**src/rtl/sao_pkg.sv**
```systemverilog
// Shared constants and FSM state type for the SAO frame reader.
package sao_pkg;

    localparam int unsigned FRAME_W = 128;
    localparam int unsigned FRAME_H = 128;
    localparam int unsigned ADDR_W  = 14;
    localparam int unsigned PIX_W   = 8;

    typedef enum logic [1:0] {
        IDLE  = 2'd0,
        READ  = 2'd1,
        DRAIN = 2'd2,
        DONE  = 2'd3
    } state_e;

endpackage

```
**src/rtl/sao_out_fifo.sv**
```systemverilog
// Two-entry output FIFO; head entry is presented combinationally from storage.
module sao_out_fifo #(
    parameter int unsigned WIDTH = 9
) (
    input  logic             clk,
    input  logic             reset,
    input  logic             i_push,
    input  logic [WIDTH-1:0] i_wdata,
    input  logic             i_pop,
    output logic [WIDTH-1:0] o_rdata,
    output logic             o_full,
    output logic             o_empty,
    output logic [1:0]       o_count
);

    logic [WIDTH-1:0] r_mem [2];
    logic             r_wr_ptr;
    logic             r_rd_ptr;
    logic [1:0]       r_count;
    logic             w_push;
    logic             w_pop;

    assign w_push  = i_push && (!o_full || i_pop);
    assign w_pop   = i_pop && !o_empty;
    assign o_full  = (r_count == 2'd2);
    assign o_empty = (r_count == 2'd0);
    assign o_count = r_count;
    assign o_rdata = r_mem[r_rd_ptr];

    always_ff @(posedge clk) begin
        if (reset) begin
            r_mem[0] <= '0;
            r_mem[1] <= '0;
            r_wr_ptr <= 1'b0;
            r_rd_ptr <= 1'b0;
            r_count  <= 2'd0;
        end else begin
            if (w_push) begin
                r_mem[r_wr_ptr] <= i_wdata;
                r_wr_ptr        <= ~r_wr_ptr;
            end
            if (w_pop) begin
                r_rd_ptr <= ~r_rd_ptr;
            end
            r_count <= r_count + 2'(w_push) - 2'(w_pop);
        end
    end

endmodule

```
**src/rtl/sao_frame_reader.sv**
```systemverilog
// Streams one raster-order frame from SRAM into a 2-entry output FIFO per start pulse.
// Optional checksum output enabled by SAO_READER_CHECKSUM_EN.
module sao_frame_reader #(
    parameter int unsigned FRAME_W = sao_pkg::FRAME_W,
    parameter int unsigned FRAME_H = sao_pkg::FRAME_H,
    parameter int unsigned ADDR_W  = sao_pkg::ADDR_W
) (
    input  logic              clk,
    input  logic              reset,
    input  logic              start,
    output logic              sram_cen,
    output logic              sram_wen,
    output logic [ADDR_W-1:0] sram_a,
    input  logic [7:0]        sram_q,
    output logic [7:0]        dout,
    output logic              dout_valid,
    input  logic              dout_ready,
    output logic              dout_last,
    output logic              busy,
    output logic              done
`ifdef SAO_READER_CHECKSUM_EN
   ,output logic [15:0]       checksum
`endif
);

    import sao_pkg::*;

    localparam int unsigned N_PIX = FRAME_W * FRAME_H;

    state_e             r_state;
    state_e             w_state_nxt;
    logic [ADDR_W-1:0]  r_addr;
    logic               r_pend;
    logic               r_pend_last;
    logic               r_busy;
    logic               r_done;
    logic [PIX_W:0]     w_head;
    logic               w_full;
    logic               w_empty;
    logic [1:0]         w_count;
    logic               w_pop;
    logic               w_addr_last;
    logic [2:0]         w_occ;
    logic               w_rd_issue_c;

    assign w_pop       = !w_empty && dout_ready;
    assign w_addr_last = (r_addr == ADDR_W'(N_PIX - 1));
    // Entries that will occupy the FIFO once this edge's pop and in-flight read settle.
    assign w_occ       = {1'b0, w_count} + 3'(r_pend) - 3'(w_pop);
    assign w_rd_issue_c = !reset && (r_state == READ) && !w_full && (w_occ < 3'd2);

    sao_out_fifo #(
        .WIDTH (PIX_W + 1)
    ) u_fifo (
        .clk     (clk),
        .reset   (reset),
        .i_push  (r_pend),
        .i_wdata ({r_pend_last, sram_q}),
        .i_pop   (w_pop),
        .o_rdata (w_head),
        .o_full  (w_full),
        .o_empty (w_empty),
        .o_count (w_count)
    );

    always_ff @(posedge clk) begin
        if (reset) begin
            r_state <= IDLE;
        end else begin
            r_state <= w_state_nxt;
        end
    end

    always_comb begin
        w_state_nxt = r_state;
        case (r_state)
            IDLE:    if (start) w_state_nxt = READ;
            READ:    if (w_rd_issue_c && w_addr_last) w_state_nxt = DRAIN;
            DRAIN:   if (w_pop && w_head[PIX_W]) w_state_nxt = DONE;
            DONE:    w_state_nxt = IDLE;
            default: w_state_nxt = IDLE;
        endcase
    end

    // Read counter saturates at the last address; it restarts only on an accepted start.
    always_ff @(posedge clk) begin
        if (reset) begin
            r_addr      <= '0;
            r_pend      <= 1'b0;
            r_pend_last <= 1'b0;
            r_busy      <= 1'b0;
            r_done      <= 1'b0;
        end else begin
            r_pend      <= w_rd_issue_c;
            r_pend_last <= w_rd_issue_c && w_addr_last;
            r_busy      <= (w_state_nxt == READ) || (w_state_nxt == DRAIN);
            r_done      <= (w_state_nxt == DONE);
            if ((r_state == IDLE) && start) begin
                r_addr <= '0;
            end else if (w_rd_issue_c && !w_addr_last) begin
                r_addr <= r_addr + ADDR_W'(1);
            end
        end
    end

`ifdef SAO_READER_CHECKSUM_EN
    logic [15:0] r_checksum;

    always_ff @(posedge clk) begin
        if (reset) begin
            r_checksum <= 16'd0;
        end else if ((r_state == IDLE) && start) begin
            r_checksum <= 16'd0;
        end else if (w_pop) begin
            r_checksum <= r_checksum + 16'(w_head[PIX_W-1:0]);
        end
    end

    assign checksum = r_checksum;
`endif

    assign sram_cen   = !w_rd_issue_c;
    assign sram_wen   = 1'b1;
    assign sram_a     = r_addr;
    assign dout       = w_head[PIX_W-1:0];
    assign dout_valid = !w_empty;
    assign dout_last  = !w_empty && w_head[PIX_W];
    assign busy       = r_busy;
    assign done       = r_done;

endmodule

```
**config.mk**
```make
export PLATFORM = sky130hd
export DESIGN_NAME = sao_frame_reader
export DESIGN_NICKNAME = d
export VERILOG_FILES = /design/src/rtl/sao_pkg.sv /design/src/rtl/sao_out_fifo.sv /design/src/rtl/sao_frame_reader.sv
export SDC_FILE = /design/constraint.sdc
export NUM_CORES = 1
export LEC_CHECK = 0
export BUFFER_PORTS_ARGS = -buffer_cell sky130_fd_sc_hd__buf_2
export CAP_MARGIN = 20
export CORE_MARGIN = 10
export CORE_UTILIZATION = 40
export CTS_BUF_LIST = sky130_fd_sc_hd__clkbuf_4 sky130_fd_sc_hd__clkbuf_8 sky130_fd_sc_hd__clkbuf_16
export DETAILED_ROUTE_END_ITERATION = 10
export GPL_TIMING_DRIVEN = 0
export PLACE_DENSITY = 0.58
export SLEW_MARGIN = 10
export SYNTH_ARGS = -nofsm -noshare
export SYNTH_HDL_FRONTEND = slang
export SYNTH_HIERARCHICAL = 1
export SYNTH_SLANG_ARGS = --single-unit
```
**constraint.sdc**
```tcl
create_clock -name clk -period 3.96 [get_ports clk]
set_input_delay 0.594 -clock clk [delete_from_list [all_inputs] [get_ports clk]]
set_output_delay 0.594 -clock clk [all_outputs]
set_load 0.01 [all_outputs]
```
# ---- Yosys cells after proc, flatten, opt, wreduce, memory -nomap -nowiden
# Memories as Yosys holds them, arrays and structs flattened. A register that Yosys moved wholly into a read port is not among the register bits.
# Index checks and enable logic that the tools add are counted.
# W data, S select, Z words.
dict set report op_classes {
  addsub 5
  n_mul 0
  div 0
  order_cmp 1
  eq_ne 8
  shifts 0
  mux 14
  bitwise 2
  n_reduce_logical 22
}
# operator n
set op_table {}
lappend op_table {{$add A14 B1 Y14 const B} 1}
lappend op_table {{$eq A14 B14 Y1 const B} 1}
lappend op_table {{$logic_and A1 B1 Y1} 11}
lappend op_table {{$eq A2 B2 Y1 const B} 5}
lappend op_table {{$mux W1} 9}
lappend op_table {{$mux W9} 1}
lappend op_table {{$reduce_or A9 Y1} 1}
lappend op_table {{$pmux W2 S4} 1}
lappend op_table {{$mux W2} 3}
lappend op_table {{$logic_not A1 Y1} 5}
lappend op_table {{$eq A2 B1 Y1 const B} 2}
lappend op_table {{$logic_not A2 Y1} 2}
lappend op_table {{$add A2 B1 Y3} 1}
lappend op_table {{$lt A3 B2 Y1 const B} 1}
lappend op_table {{$sub A3 B1 Y3} 1}
lappend op_table {{$add A2 B1 Y2} 1}
lappend op_table {{$logic_or A1 B1 Y1} 2}
lappend op_table {{$not A1 Y1} 2}
lappend op_table {{$reduce_or A2 Y1} 1}
lappend op_table {{$sub A2 B1 Y2} 1}
dict set report totals {
  reg_bits 24
  latchBits 0
  ram_bits 18
  romBits 0
  inputBits 12
  output_inout_bits 28
  wordCells 62
  mem_count 1
}
# memory words width rd rd_ports_with_merged_regs wr line
set memory_table {}
lappend memory_table {u_fifo.r_mem 2 9 1 1 2 sao_out_fifo.sv:16} ;# logic [WIDTH-1:0] r_mem [2];

# ---- Logic depth before layout (Yosys ltp)
# Gate-level depths: netlist of run 1.
dict set report logic_depth {
  depth_word 11
  ltp_mapped 14
  ltp_nobuf 13
}

# ---- Modules after synthesis
# Netlist of run 1, hierarchy kept.
# mod instances cells_per_inst area_each_um2 seq_area_each_um2
set by_module_without_submodules {}
lappend by_module_without_submodules {sao_frame_reader 1 125 1074.8 400.4}
lappend by_module_without_submodules {sao_out_fifo 1 74 1061.0 640.6}

# ---- Least setup slack after synthesis of run 1
# No wires, ideal clock.
dict set report synth_timing {
  kind {input -> register}
  start {in dout_ready}
  end {reg r_busy, in the netlist busy}
  setup_ps 114
  t_arrival_ps 3127
  required_time_ps 3846
  slack_ps 720
  stages 13
  path_buffers 1
  cell_sequence {nor2b_1 nor2b_1 o21ai_0 fa_1 nor2b_1 and3_1 buf_4 inv_2 or3_1 inv_1 o22ai_1 ha_1 nor2b_1}
}
dict set report synth_via {
  elab_chain_cells 9
  elab_cells_between_ends 12
  classes_between {1 x add/sub; 1 x order compare; 2 x eq/ne; 3 x mux; 5 x reduce/logical}
}
# item line
set synth_rtl {}
lappend synth_rtl {{from (decl)} sao_frame_reader.sv:17} ;# input logic dout_ready,
lappend synth_rtl {{$logic_and A1 B1 Y1 *} sao_frame_reader.sv:46} ;# assign w_pop = !w_empty && dout_ready;
lappend synth_rtl {{$sub A3 B1 Y3} sao_frame_reader.sv:49} ;# assign w_occ = {1'b0, w_count} + 3'(r_pend) - 3'(w_pop);
lappend synth_rtl {{$lt A3 B2 Y1} sao_frame_reader.sv:50} ;# assign w_rd_issue_c = !reset && (r_state == READ) && !w_full && (w_occ < 3'd2);
lappend synth_rtl {{$logic_and A1 B1 Y1} sao_frame_reader.sv:50}
lappend synth_rtl {{$logic_and A1 B1 Y1} sao_frame_reader.sv:78} ;# READ: if (w_rd_issue_c && w_addr_last) w_state_nxt = DRAIN;
lappend synth_rtl {{$mux W2} sao_frame_reader.sv:78}
lappend synth_rtl {{$pmux W2 S4 *} sao_frame_reader.sv:76} ;# case (r_state)
lappend synth_rtl {{via w_state_nxt[0]} sao_frame_reader.sv:31} ;# state_e w_state_nxt;
lappend synth_rtl {{$eq A2 B1 Y1 or $eq A2 B2 Y1 (tied branches)} sao_frame_reader.sv:96} ;# r_busy <= (w_state_nxt == READ) || (w_state_nxt == DRAIN);
lappend synth_rtl {{$logic_or A1 B1 Y1 *} sao_frame_reader.sv:96}
lappend synth_rtl {{to (signal assigned)} sao_frame_reader.sv:96}
lappend synth_rtl {{to (decl)} sao_frame_reader.sv:35} ;# logic r_busy;
# The timed path passes the listed nets; every way through them passes the cells marked *.
# A chain may end at the register's enable or synchronous reset.

# ---- Final worst setup path of run 1
dict set report layout_timing {
  start {reg u_fifo.r_count[1], in the netlist u_fifo/o_count[1]}
  end {out sram_cen}
}
dict set report layout_via {
  elab_chain_cells 7
  elab_cells_between_ends 11
  classes_between {2 x add/sub; 1 x order compare; 1 x eq/ne; 7 x reduce/logical}
}
# item line
set layout_rtl {}
lappend layout_rtl {{from (decl)} sao_out_fifo.sv:19} ;# logic [1:0] r_count;
lappend layout_rtl {{from (signal assigned)} sao_out_fifo.sv:45} ;# r_count <= r_count + 2'(w_push) - 2'(w_pop);
lappend layout_rtl {{$logic_not A2 Y1} sao_out_fifo.sv:26} ;# assign o_empty = (r_count == 2'd0);
lappend layout_rtl {{via w_empty} sao_frame_reader.sv:39} ;# logic w_empty;
lappend layout_rtl {{$logic_not A1 Y1} sao_frame_reader.sv:46}
lappend layout_rtl {{$logic_and A1 B1 Y1} sao_frame_reader.sv:46}
lappend layout_rtl {{via w_pop} sao_frame_reader.sv:41} ;# logic w_pop;
lappend layout_rtl {{$sub A3 B1 Y3} sao_frame_reader.sv:49}
lappend layout_rtl {{$lt A3 B2 Y1} sao_frame_reader.sv:50}
lappend layout_rtl {{$logic_and A1 B1 Y1} sao_frame_reader.sv:50}
lappend layout_rtl {{$logic_not A1 Y1} sao_frame_reader.sv:122} ;# assign sram_cen = !w_rd_issue_c;
lappend layout_rtl {{to (decl)} sao_frame_reader.sv:11} ;# output logic sram_cen,
# The timed path passes the listed nets, and every way through them passes these cells.

==> metrics.csv, run 1 <==
metric,value,unit
status,completed,
ys_ff_latch,43,
synth_area,2140,um^2
coreArea,5140,um^2
placed_cell_area,2410,um^2
drc,0,
fp.dieH,93.1,um
crit_chain,"nor2_1, nor2b_2, nor2b_1, o21ai_0, fa_1, nor2b_1, and3_1, buf_4, inv_2, buf_4, buf_2",
ys.flop_type,dfxtp_1,
finalInstanceArea,2550,um^2
finalPower,1.03,mW
die-area,8660,um^2
port_buffers,38,
clock-sinks,43,
area_delta_synth_final,19.5,%
root_buffer,clkbuf_8,
synth_edf_count,18,
grt_setup_unrepaired,no,
startpoint,u_fifo/o_count[1]$_SDFF_PP0_,
finClkSkew,8.53,ps
ys_warn_count,6,
critPathCapture,sram_cen,
vias,1598,
ff2ff_path_depth,14,
drv_slew,0,
fin_crit_sh,0.891,
hold_class,flip-flop to flip-flop,
setup_violations,0,
fin_ws,430,ps
seq_power_share,0.484,
initial_core_util,0.416,
clk_pin_slew,80,ps
p_per_area,405,nW/um^2
vias_per_cell,5.07,
period_needed,3530,ps
synth-seq-area-share,0.487,
hold_viol_final,0,
leakage,1.05,nW
overflow,0,
fin_util,0.497,
slowest_delay,490,ps
gp_congestion,0.717,
grt_pass1_wl,7270,um
cts_buffer_depth,2,
switching_share,0.231,
grt_use_total,0.103,
cap_violations,0,
ir_worst_vdd,0.175,mV
layoutNonFillerInstCount,315,
dp_hpwl,3200,um
die_w,93.1,um
startpoint_type,flip-flop,
yosysTopAreaCell,edfxtp_1,
postRouteAntennaNets,0,
crit_arrival,2940,ps
grt_antenna_before_repair,0,
end_kind,output port,
n_antenna_cell,0,
cts_tree,done,
avgSynthCellArea,10.7,um^2
worstPathMaxFanout,10,
routedWlPerCell,13.9,um
rrSetupSlack,490,ps
synthArstFlopShare,0,
first_iter_violations,51,
place_inst,307,
syn_inst,199,
max_freq,283,MHz
synth_area_leaders,"edfxtp_1, dfxtp_1, and2_1, mux2_2, nor2b_1",
ys_types,48,
synth_top_area_frac,0.253,
p_sw,238,uW
cts_inserted_buffers,5,
ioPinCount,40,
clk_latency,300,ps
tns,0,ps
crit_type,flip-flop to output port,
grt_max_degree,15,
p_comb_frac,0.120,
hold_slack,506,ps
drive_gt1_frac,0.294,
pwr-share-clk,0.396,
row_count,26,
dr.pass1.iters,4,
final_nets,261,
syn-num-nets,216,
routed_wl,4380,um
crit_required,3370,ps
r2r-start,u_fifo/o_count[1]$_SDFF_PP0_,
slew_headroom,0.383,
crit_path_top_delay_cell,dfxtp_1,
tightest_slew,924,ps
r2r-end,busy$_SDFF_PP0_,
cts_max_level,2,
p_int,794,uW
synth.most_common_cell,dfxtp_1,
grt_pass1_vias,1524,
synth_common_cells,"dfxtp_1, and2_1, edfxtp_1",
dp_slack,297,ps
## final cells by class
type / count / area, um^2
clock inverters: 3 / 67.6
well taps: 70 / 87.6
fillers: 499 / 2590
inverters: 5 / 18.8
clock buffers: 5 / 68.8
flip-flops and latches: 43 / 1040
multi-input cells: 141 / 1020
plain buffers: 10 / 55.1
repair buffers: 38 / 190
## logic make-up after synthesis
logic type                 after synthesis  share of synthesized area
adders and majority gates                5                     0.0328
buffers and inverters                   15                     0.0346
DFF                                     43                      0.487
AOI/OAI and AO/OA                       35                      0.106
xor gates and xnor gates                 3                     0.0123
other                                    1                    0.00176
muxes                                   10                     0.0521
and+or+nand+nor                         87                      0.273
## how the worst min path moves through the flow
stage / startpoint / end / slack [ps] / depth (start not counted)
CTS: sram_a[1]$_SDFFE_PP0P_ / sram_a[1]$_SDFFE_PP0P_ / 510 / 2
global route: sram_a[1]$_SDFFE_PP0P_ / sram_a[1]$_SDFFE_PP0P_ / 530 / 2
global placement: u_fifo/r_rd_ptr$_SDFFE_PP0P_ / u_fifo/r_rd_ptr$_SDFFE_PP0P_ / 490 / 2
floorplan: u_fifo/r_rd_ptr$_SDFFE_PP0P_ / flip-flop / 480 / 2
finish: sram_a[1]$_SDFFE_PP0P_ / sram_a[1]$_SDFFE_PP0P_ / 510 / 2
detailed placement: sram_a[1]$_SDFFE_PP0P_ / sram_a[1]$_SDFFE_PP0P_ / 490 / 2
## critical path, delay by kind of cell, from the launching register on
kind / cells / cell delay (ps)
AOI/OAI and AO/OA: 1 / 140
adders and majority gates: 1 / 480
buffers and inverters: 4 / 480
DFF: 1 / 490
and+or+nand+nor: 5 / 1040
## routing by layer
layer  track usage  part of all wire  wire length, um  vias up
li1              -                 -                -      824
met1         0.122              0.44             1940      733
met2         0.165              0.47             2070       34
met3        0.0408             0.070              307        7
met4        0.0386             0.014               60        0
met5             0                 0                0        -
## power groups by stage
| stage | Clock [mW] | Combinational (mW) | Sequential, mW |
|---|---|---|---|
| after floorplan | 0 | 0.0857 | 0.508 |
| after global routing | 0.437 | 0.140 | 0.504 |
| after detailed placement | 0 | 0.125 | 0.510 |
| after CTS | 0.420 | 0.126 | 0.500 |
| final | 0.409 | 0.124 | 0.499 |
| after global placement | 0 | 0.124 | 0.510 |
## sequential cells by signal, indices dropped and copies added (netlist names), named ones only
| name | cells |
|---|---|
| r_pend_last | 1 |
| done | 1 |
| u_fifo/r_wr_ptr | 1 |
| r_pend | 1 |
| busy | 1 |
| u_fifo/o_count | 2 |
| sram_a | 14 |
| r_state | 2 |
| u_fifo/r_rd_ptr | 1 |
| u_fifo/r_mem | 18 |
## what timing repair did
action | CTS | global route
hold buffers | 0 | 0
setup buffers | 0 | 0
gates resized for setup | 0 | 1
endpoints found under the setup margin | 0 | 1
## placed cells by master (no fill, tap or decap), types with 4 or more instances in the layout
master,netlist,layout
o21ai_0,4,4
and3_1,4,4
inv_1,4,4
mux2_2,9,9
nand4_1,6,6
ha_1,4,4
or4_1,6,6
clkbuf_8,0,5
o31ai_1,7,7
nand2_1,6,6
nor2_1,7,7
edfxtp_1,18,18
and2_1,19,19
or3_1,4,4
nand3_1,5,5
a21oi_1,12,12
buf_2,5,43
dfxtp_1,25,25
nor2b_1,12,11
Note: power is estimated with default switching activity, not from simulation.
==> run 2: changes to the inputs <==
--- a/config.mk
+++ b/config.mk
@@ -8,11 +8,10 @@
 export BUFFER_PORTS_ARGS = -buffer_cell sky130_fd_sc_hd__buf_2
 export CAP_MARGIN = 20
 export CORE_MARGIN = 10
-export CORE_UTILIZATION = 40
-export CTS_BUF_LIST = sky130_fd_sc_hd__clkbuf_4 sky130_fd_sc_hd__clkbuf_8 sky130_fd_sc_hd__clkbuf_16
+export CORE_UTILIZATION = 55
 export DETAILED_ROUTE_END_ITERATION = 10
 export GPL_TIMING_DRIVEN = 0
-export PLACE_DENSITY = 0.58
+export PLACE_DENSITY = 0.76
 export SLEW_MARGIN = 10
 export SYNTH_ARGS = -nofsm -noshare
 export SYNTH_HDL_FRONTEND = slang
==> run 2 against run 1 <==
Against the previous run:
- via count grew 0.69%
- die area shrank 22%
- clock skew shrank 0.82 ps
- maximum frequency fell by 2.0%
- sequential share of layout area increased by 0.49 points
- hold slack improved by 16 ps
- routed wire length shrank 2.6%
- design area fell by 1.2%
- non-clock buffer count did not move
- combinational power is essentially flat
- largest power group unchanged
- highest routed layer unchanged
- count of clock-buffer cells in the layout is the same
- total power fell by 1.1%
==> metrics.csv, run 2 (same netlist as run 1, synthesis figures left out) <==
metric,value,unit,change
status,completed,,
slowest_delay,500,ps,about the same
tightest_slew,870,ps,-53.9 ps
switching_share,0.222,,-0.00822
initial_core_util,0.575,,+0.159
finalPower,1.02,mW,-1.1%
die_w,82.3,um,-12%
cap_violations,0,,unchanged
ir_worst_vdd,0.227,mV,+30%
cts_inserted_buffers,5,,unchanged
crit_chain,"nor2_1, nor2b_1, nor2b_1, o21ai_0, fa_1, nor2b_1, and3_1, buf_4, inv_2, buf_4, buf_2",,
hold_viol_final,0,,unchanged
cts_resized,0,,unchanged
tns,0,ps,unchanged
grt_setup_unrepaired,no,,
crit_arrival,3010,ps,+70 ps
post_cts_buffers,0,,unchanged
clk_latency,290,ps,about the same
first_iter_violations,84,,+65%
final_cell_mix,"buf_2, dfxtp_1, and2_1",,
postRouteAntennaNets,0,,unchanged
leakage,1.05,nW,about the same
p_int,794,uW,about the same
drv_slew,0,,unchanged
cts_max_level,2,,unchanged
r2r-start,u_fifo/o_count[1]$_SDFF_PP0_,,
hold_slack,522,ps,+15.9 ps
largest_reg_flops,18,,unchanged
cp_num_buf_inv,4,,unchanged
die-area,6780,um^2,-22%
clk_pin_slew,80,ps,about the same
coreArea,3720,um^2,-28%
drc,0,,unchanged
seq_power_share,0.490,,+0.006
grt_antenna_before_repair,0,,unchanged
p_per_area,405,nW/um^2,about the same
hold_class,flip-flop to flip-flop,,
final_nets,261,,unchanged
grt_pass1_wl,7230,um,-0.47%
area_delta_synth_final,18.1,%,
startpoint_type,flip-flop,,
max_freq,278,MHz,-2.0%
port_buffers,38,,unchanged
crit_path_top_delay_cell,dfxtp_1,,
top_register,u_fifo/r_mem,,
grt_use_total,0.133,,+0.0296
drive_gt1_frac,0.290,,-0.00408
cpMostUsedCell,nor2b_1,,
crit_family,simple AND/OR/NAND/NOR gates,,
dr.pass1.iters,4,,unchanged
r2r-end,busy$_SDFF_PP0_,,
rrSetupSlack,440,ps,-50 ps
crit_required,3370,ps,about the same
fp.dieH,82.3,um,-12%
layout_commonest_cell,buf_2,,
grt_pass1_vias,1548,,+1.6%
overflow,0,,unchanged
fillers,307,,-38%
routedWlPerCell,14.5,um,+4.7%
crit_type,flip-flop to output port,,
startpoint,u_fifo/o_count[1]$_SDFF_PP0_,,
ioPinCount,40,,unchanged
row_count,22,,-15%
fin_crit_sh,0.910,,+0.0181
critPathCapture,sram_cen,,
root_buffer,clkbuf_8,,
dp_hpwl,3190,um,-0.15%
setup_violations,0,,unchanged
period_needed,3600,ps,+71.6 ps
pwr-share-clk,0.389,,-0.007
end_kind,output port,,
worst-path-stages,11,,unchanged
p_sw,227,uW,-4.6%
clock-sinks,43,,unchanged
n_antenna_cell,0,,unchanged
slew_headroom,0.419,,+0.0360
finClkSkew,7.71,ps,-0.823 ps
grt_max_degree,15,,unchanged
gp_congestion,0.823,,+15%
ff2ff_path_depth,14,,unchanged
cts_tree,done,,
p_comb_frac,0.120,,about the same
vias,1609,,+0.69%
holdBufCountCts,0,,unchanged
cts_buffer_depth,2,,unchanged
routed_wl,4260,um,-2.6%
worstPathMaxFanout,10,,unchanged
vias_per_cell,5.49,,+8.2%
-- run 2: routing by layer --
metal  vias to the layer above  track usage  routed length [um]
met5                         -            0                   0
met4                         0       0.0459                  45
met3                         6       0.0335                 298
met2                        44        0.204                1930
met1                       734        0.177                1990
li1                        825            -                   -
-- run 2: stage by stage --
| stage | util | cell area [um^2] | worst slack, ps | instances |
|---|---|---|---|---|
| 5_1_grt | 0.679 | 2520 | 52.7 | 293 |
| 6_report | 0.679 | 2520 | 358 | 293 |
| 3_5_place_dp | 0.642 | 2390 | 378 | 285 |
| 4_1_cts | 0.679 | 2520 | 338 | 293 |
| 2_1_floorplan | - | 2140 | 720 | 199 |
| 3_3_place_gp | 0.642 | 2390 | 405 | 285 |
-- run 2: cell type report --
type	instances	area (um^2)	area share
timing repair buffer	38	190	0.0754
buffer	10	55.1	0.0218
multi-input combinational	141	1020	0.405
sequential	43	1040	0.413
clock buffer	5	68.8	0.0273
clock inverter	3	67.6	0.0268
inverter	5	18.8	0.00744
tap	48	60.1	0.0238
-- run 2: worst min-delay path by stage --
stage	from	end	cells past startpoint
4_1_cts	sram_a[1]$_SDFFE_PP0P_	sram_a[1]$_SDFFE_PP0P_	2
6_report	u_fifo/r_rd_ptr$_SDFFE_PP0P_	flip-flop	2
3_5_place_dp	sram_a[1]$_SDFFE_PP0P_	sram_a[1]$_SDFFE_PP0P_	2
2_1_floorplan	u_fifo/r_rd_ptr$_SDFFE_PP0P_	flip-flop	2
5_1_grt	sram_a[6]$_SDFFE_PP0P_	sram_a[6]$_SDFFE_PP0P_	2
3_3_place_gp	sram_a[1]$_SDFFE_PP0P_	sram_a[1]$_SDFFE_PP0P_	2
-- run 2: power by group through the flow --
stage / clock network, mW / registers (mW) / logic (mW)
CTS: 0.410 / 0.501 / 0.125
global route: 0.429 / 0.504 / 0.138
finish: 0.397 / 0.501 / 0.123
detailed placement: 0 / 0.511 / 0.124
floorplan: 0 / 0.508 / 0.0857
global placement: 0 / 0.510 / 0.122
-- run 2: worst register-to-register path, cell delays in order (launching register included) --
cell and delay [ps]:
dfxtp_1 500, nor2_1 130, nor2b_1 370, nor2b_1 270
o21ai_0 140, fa_1 490, nor2b_1 150, and3_1 160
buf_4 140, inv_2 50, or3_1 410, inv_1 110
o22ai_1 80, ha_1 290, nor2b_1 120
==> run 3: changes to the inputs <==
--- a/config.mk
+++ b/config.mk
@@ -11,7 +11,7 @@
 export CORE_UTILIZATION = 55
 export DETAILED_ROUTE_END_ITERATION = 10
 export GPL_TIMING_DRIVEN = 0
-export PLACE_DENSITY = 0.76
+export PLACE_DENSITY = 0.79
 export SLEW_MARGIN = 10
 export SYNTH_ARGS = -nofsm -noshare
 export SYNTH_HDL_FRONTEND = slang
==> run 3 against run 2 <==
Against the previous run:
- utilization is 0.77 points lower
- largest cell class unchanged
- sequential share of layout area increased by 0.48 points
- critical path depth did not move
- clock power fell by 16%
- via count grew 2.6%
- setup slack got worse by 4.4 ps
- first-iteration DRC count is 11% higher
- count of clock-buffer cells in the layout unchanged
- sequential power barely moved
- clock skew is essentially flat
==> metrics.csv, run 3 (same netlist as run 1, synthesis figures left out) <==
metric,value,unit,change
crit_arrival,3010,ps,about the same
routedWlPerCell,14.9,um,+2.4%
grt_max_degree,14,,-1
vias,1651,,+2.6%
r2r-end,busy$_SDFF_PP0_,,
clk_pin_slew,80,ps,about the same
layout_commonest_cell,buf_2,,
holdPathStages,2,,unchanged
cts_buffer_depth,2,,unchanged
startpoint_type,flip-flop,,
busiest_layer,met2,,
initial_core_util,0.575,,unchanged
max_freq,277,MHz,-0.12%
drv_slew,0,,unchanged
port_buffers,38,,unchanged
cpMostUsedCell,nor2b_1,,
n_antenna_cell,0,,unchanged
grt_pass1_vias,1640,,+5.9%
overflow,0,,unchanged
p_per_area,385,nW/um^2,-5.0%
cts_max_level,2,,unchanged
met2_usage,0.224,,+0.0202
top_register,u_fifo/r_mem,,
cp_num_buf_inv,4,,unchanged
r2r-start,u_fifo/o_count[1]$_SDFF_PP0_,,
ir_worst_vdd,0.277,mV,+22%
fin_crit_sh,0.911,,+0.00112
finalPower,959,uW,-6.1%
cts_tree,done,,
rrSetupSlack,400,ps,-40 ps
coreArea,3720,um^2,unchanged
cts_resized,0,,unchanged
die_w,82.3,um,unchanged
crit_required,3370,ps,about the same
worstPathMaxFanout,10,,unchanged
final_nets,261,,unchanged
grt.met3_usage,0.0486,,+0.0151
cap_violations,0,,unchanged
clk_latency,300,ps,about the same
clock-sinks,43,,unchanged
area_delta_synth_final,16.8,%,
holdBufCountCts,0,,unchanged
grt_use_total,0.141,,+0.00878
drc,0,,unchanged
grt_pass1_wl,7510,um,+3.8%
post_cts_buffers,0,,unchanged
fillers,301,,-2.0%
layoutNonFillerInstCount,293,,unchanged
largest_reg_flops,18,,unchanged
dr.pass1.iters,4,,unchanged
grt_setup_unrepaired,no,,
crit_family,simple AND/OR/NAND/NOR gates,,
first_iter_violations,93,,+11%
hold_viol_final,0,,unchanged
crit_type,flip-flop to output port,,
setup_violations,0,,unchanged
tns,0,ps,unchanged
hold_class,flip-flop to flip-flop,,
routed_wl,4360,um,+2.4%
vias_per_cell,5.63,,+2.6%
gr-usage-met1,0.171,,-0.00625
root_buffer,clkbuf_8,,
die-area,6780,um^2,unchanged
ff2ff_path_depth,14,,unchanged
crit_chain,"nor2_1, nor2b_1, nor2b_1, o21ai_0, fa_1, nor2b_1, and3_1, buf_4, inv_2, buf_4, buf_2",,
slowest_delay,500,ps,about the same
status,completed,,
ioPinCount,40,,unchanged
grt_antenna_before_repair,0,,unchanged
gp_congestion,0.852,,+3.6%
dp_hpwl,3160,um,-1.2%
final_cell_mix,"buf_2, dfxtp_1, and2_1",,
period_needed,3610,ps,+4.43 ps
place_inst,285,,unchanged
leakage,1.04,nW,-0.84%
row_count,22,,unchanged
hp-start,u_fifo/r_rd_ptr$_SDFFE_PP0P_,,
cts_inserted_buffers,5,,unchanged
crit_path_top_delay_cell,dfxtp_1,,
tightest_slew,849,ps,-21.1 ps
drive_gt1_frac,0.286,,-0.00408
postRouteAntennaNets,0,,unchanged
fp.dieH,82.3,um,unchanged
slew_headroom,0.433,,+0.0141
end_kind,output port,,
finClkSkew,7.36,ps,-0.341 ps
## run 3: cell count changes in the layout (fill, tap and decap cells not counted), sizes merged
cell | previous run | this run
clkinv | 0 | 2
bufinv | 2 | 1
clkinvlp | 1 | 0
## run 3: power by group
part	leakage (nW)	internal, mW	switching (mW)
logic	0.595	0.0577	0.0660
registers	0.390	0.485	0.0152
clock network	0.0556	0.185	0.150
## run 3: tightest hold or removal path, delay by kind of cell, from the launching register on
family | cells | cell delay (ps)
AND/OR/NAND/NOR | 1 | 70
flip-flops | 1 | 330
XOR/XNOR | 1 | 80
## run 3: worst max path at each step
| stage | from | endpoint | slack (ps) | cells after the start |
|---|---|---|---|---|
| 3_5_place_dp | dout_ready | busy$_SDFF_PP0_ | 380 | 14 |
| 3_3_place_gp | dout_ready | busy$_SDFF_PP0_ | 400 | 14 |
| 6_report | u_fifo/o_count[1]$_SDFF_PP0_ | sram_cen | 350 | 11 |
| 4_1_cts | u_fifo/o_count[1]$_SDFF_PP0_ | sram_cen | 360 | 11 |
| 5_1_grt | u_fifo/o_count[1]$_SDFF_PP0_ | busy$_SDFF_PP0_ | 110 | 14 |
| 2_1_floorplan | dout_ready | busy$_SDFF_PP0_ | 720 | 13 |
## run 3: per-layer routing
| layer | up-vias | wire, um |
|---|---|---|
| li1 | 821 | - |
| met1 | 781 | 1990 |
| met2 | 40 | 1980 |
| met3 | 9 | 298 |
| met4 | 0 | 95 |
| met5 | - | 0 |
## run 3: area by class of cell
type / count / area (um^2) / area share
Clock inverter: 3 / 38.8 / 0.0156
Buffer: 10 / 55.1 / 0.0221
Multi-Input combinational cell: 141 / 1020 / 0.409
Clock buffer: 5 / 68.8 / 0.0276
Timing Repair Buffer: 38 / 190 / 0.0763
Inverter: 5 / 18.8 / 0.00753
Tap cell: 48 / 60.1 / 0.0241
Sequential cell: 43 / 1040 / 0.417
## run 3: stage by stage
step | instance area [um^2] | utilization | worst slack, ps | hold WS (ps)
after detailed placement | 2390 | 0.642 | 376 | 499
after CTS | 2490 | 0.671 | 359 | 517
after global placement | 2390 | 0.642 | 401 | 494
after floorplan | 2140 | - | 720 | 480
after global routing | 2490 | 0.671 | 107 | 543
final | 2490 | 0.671 | 354 | 519
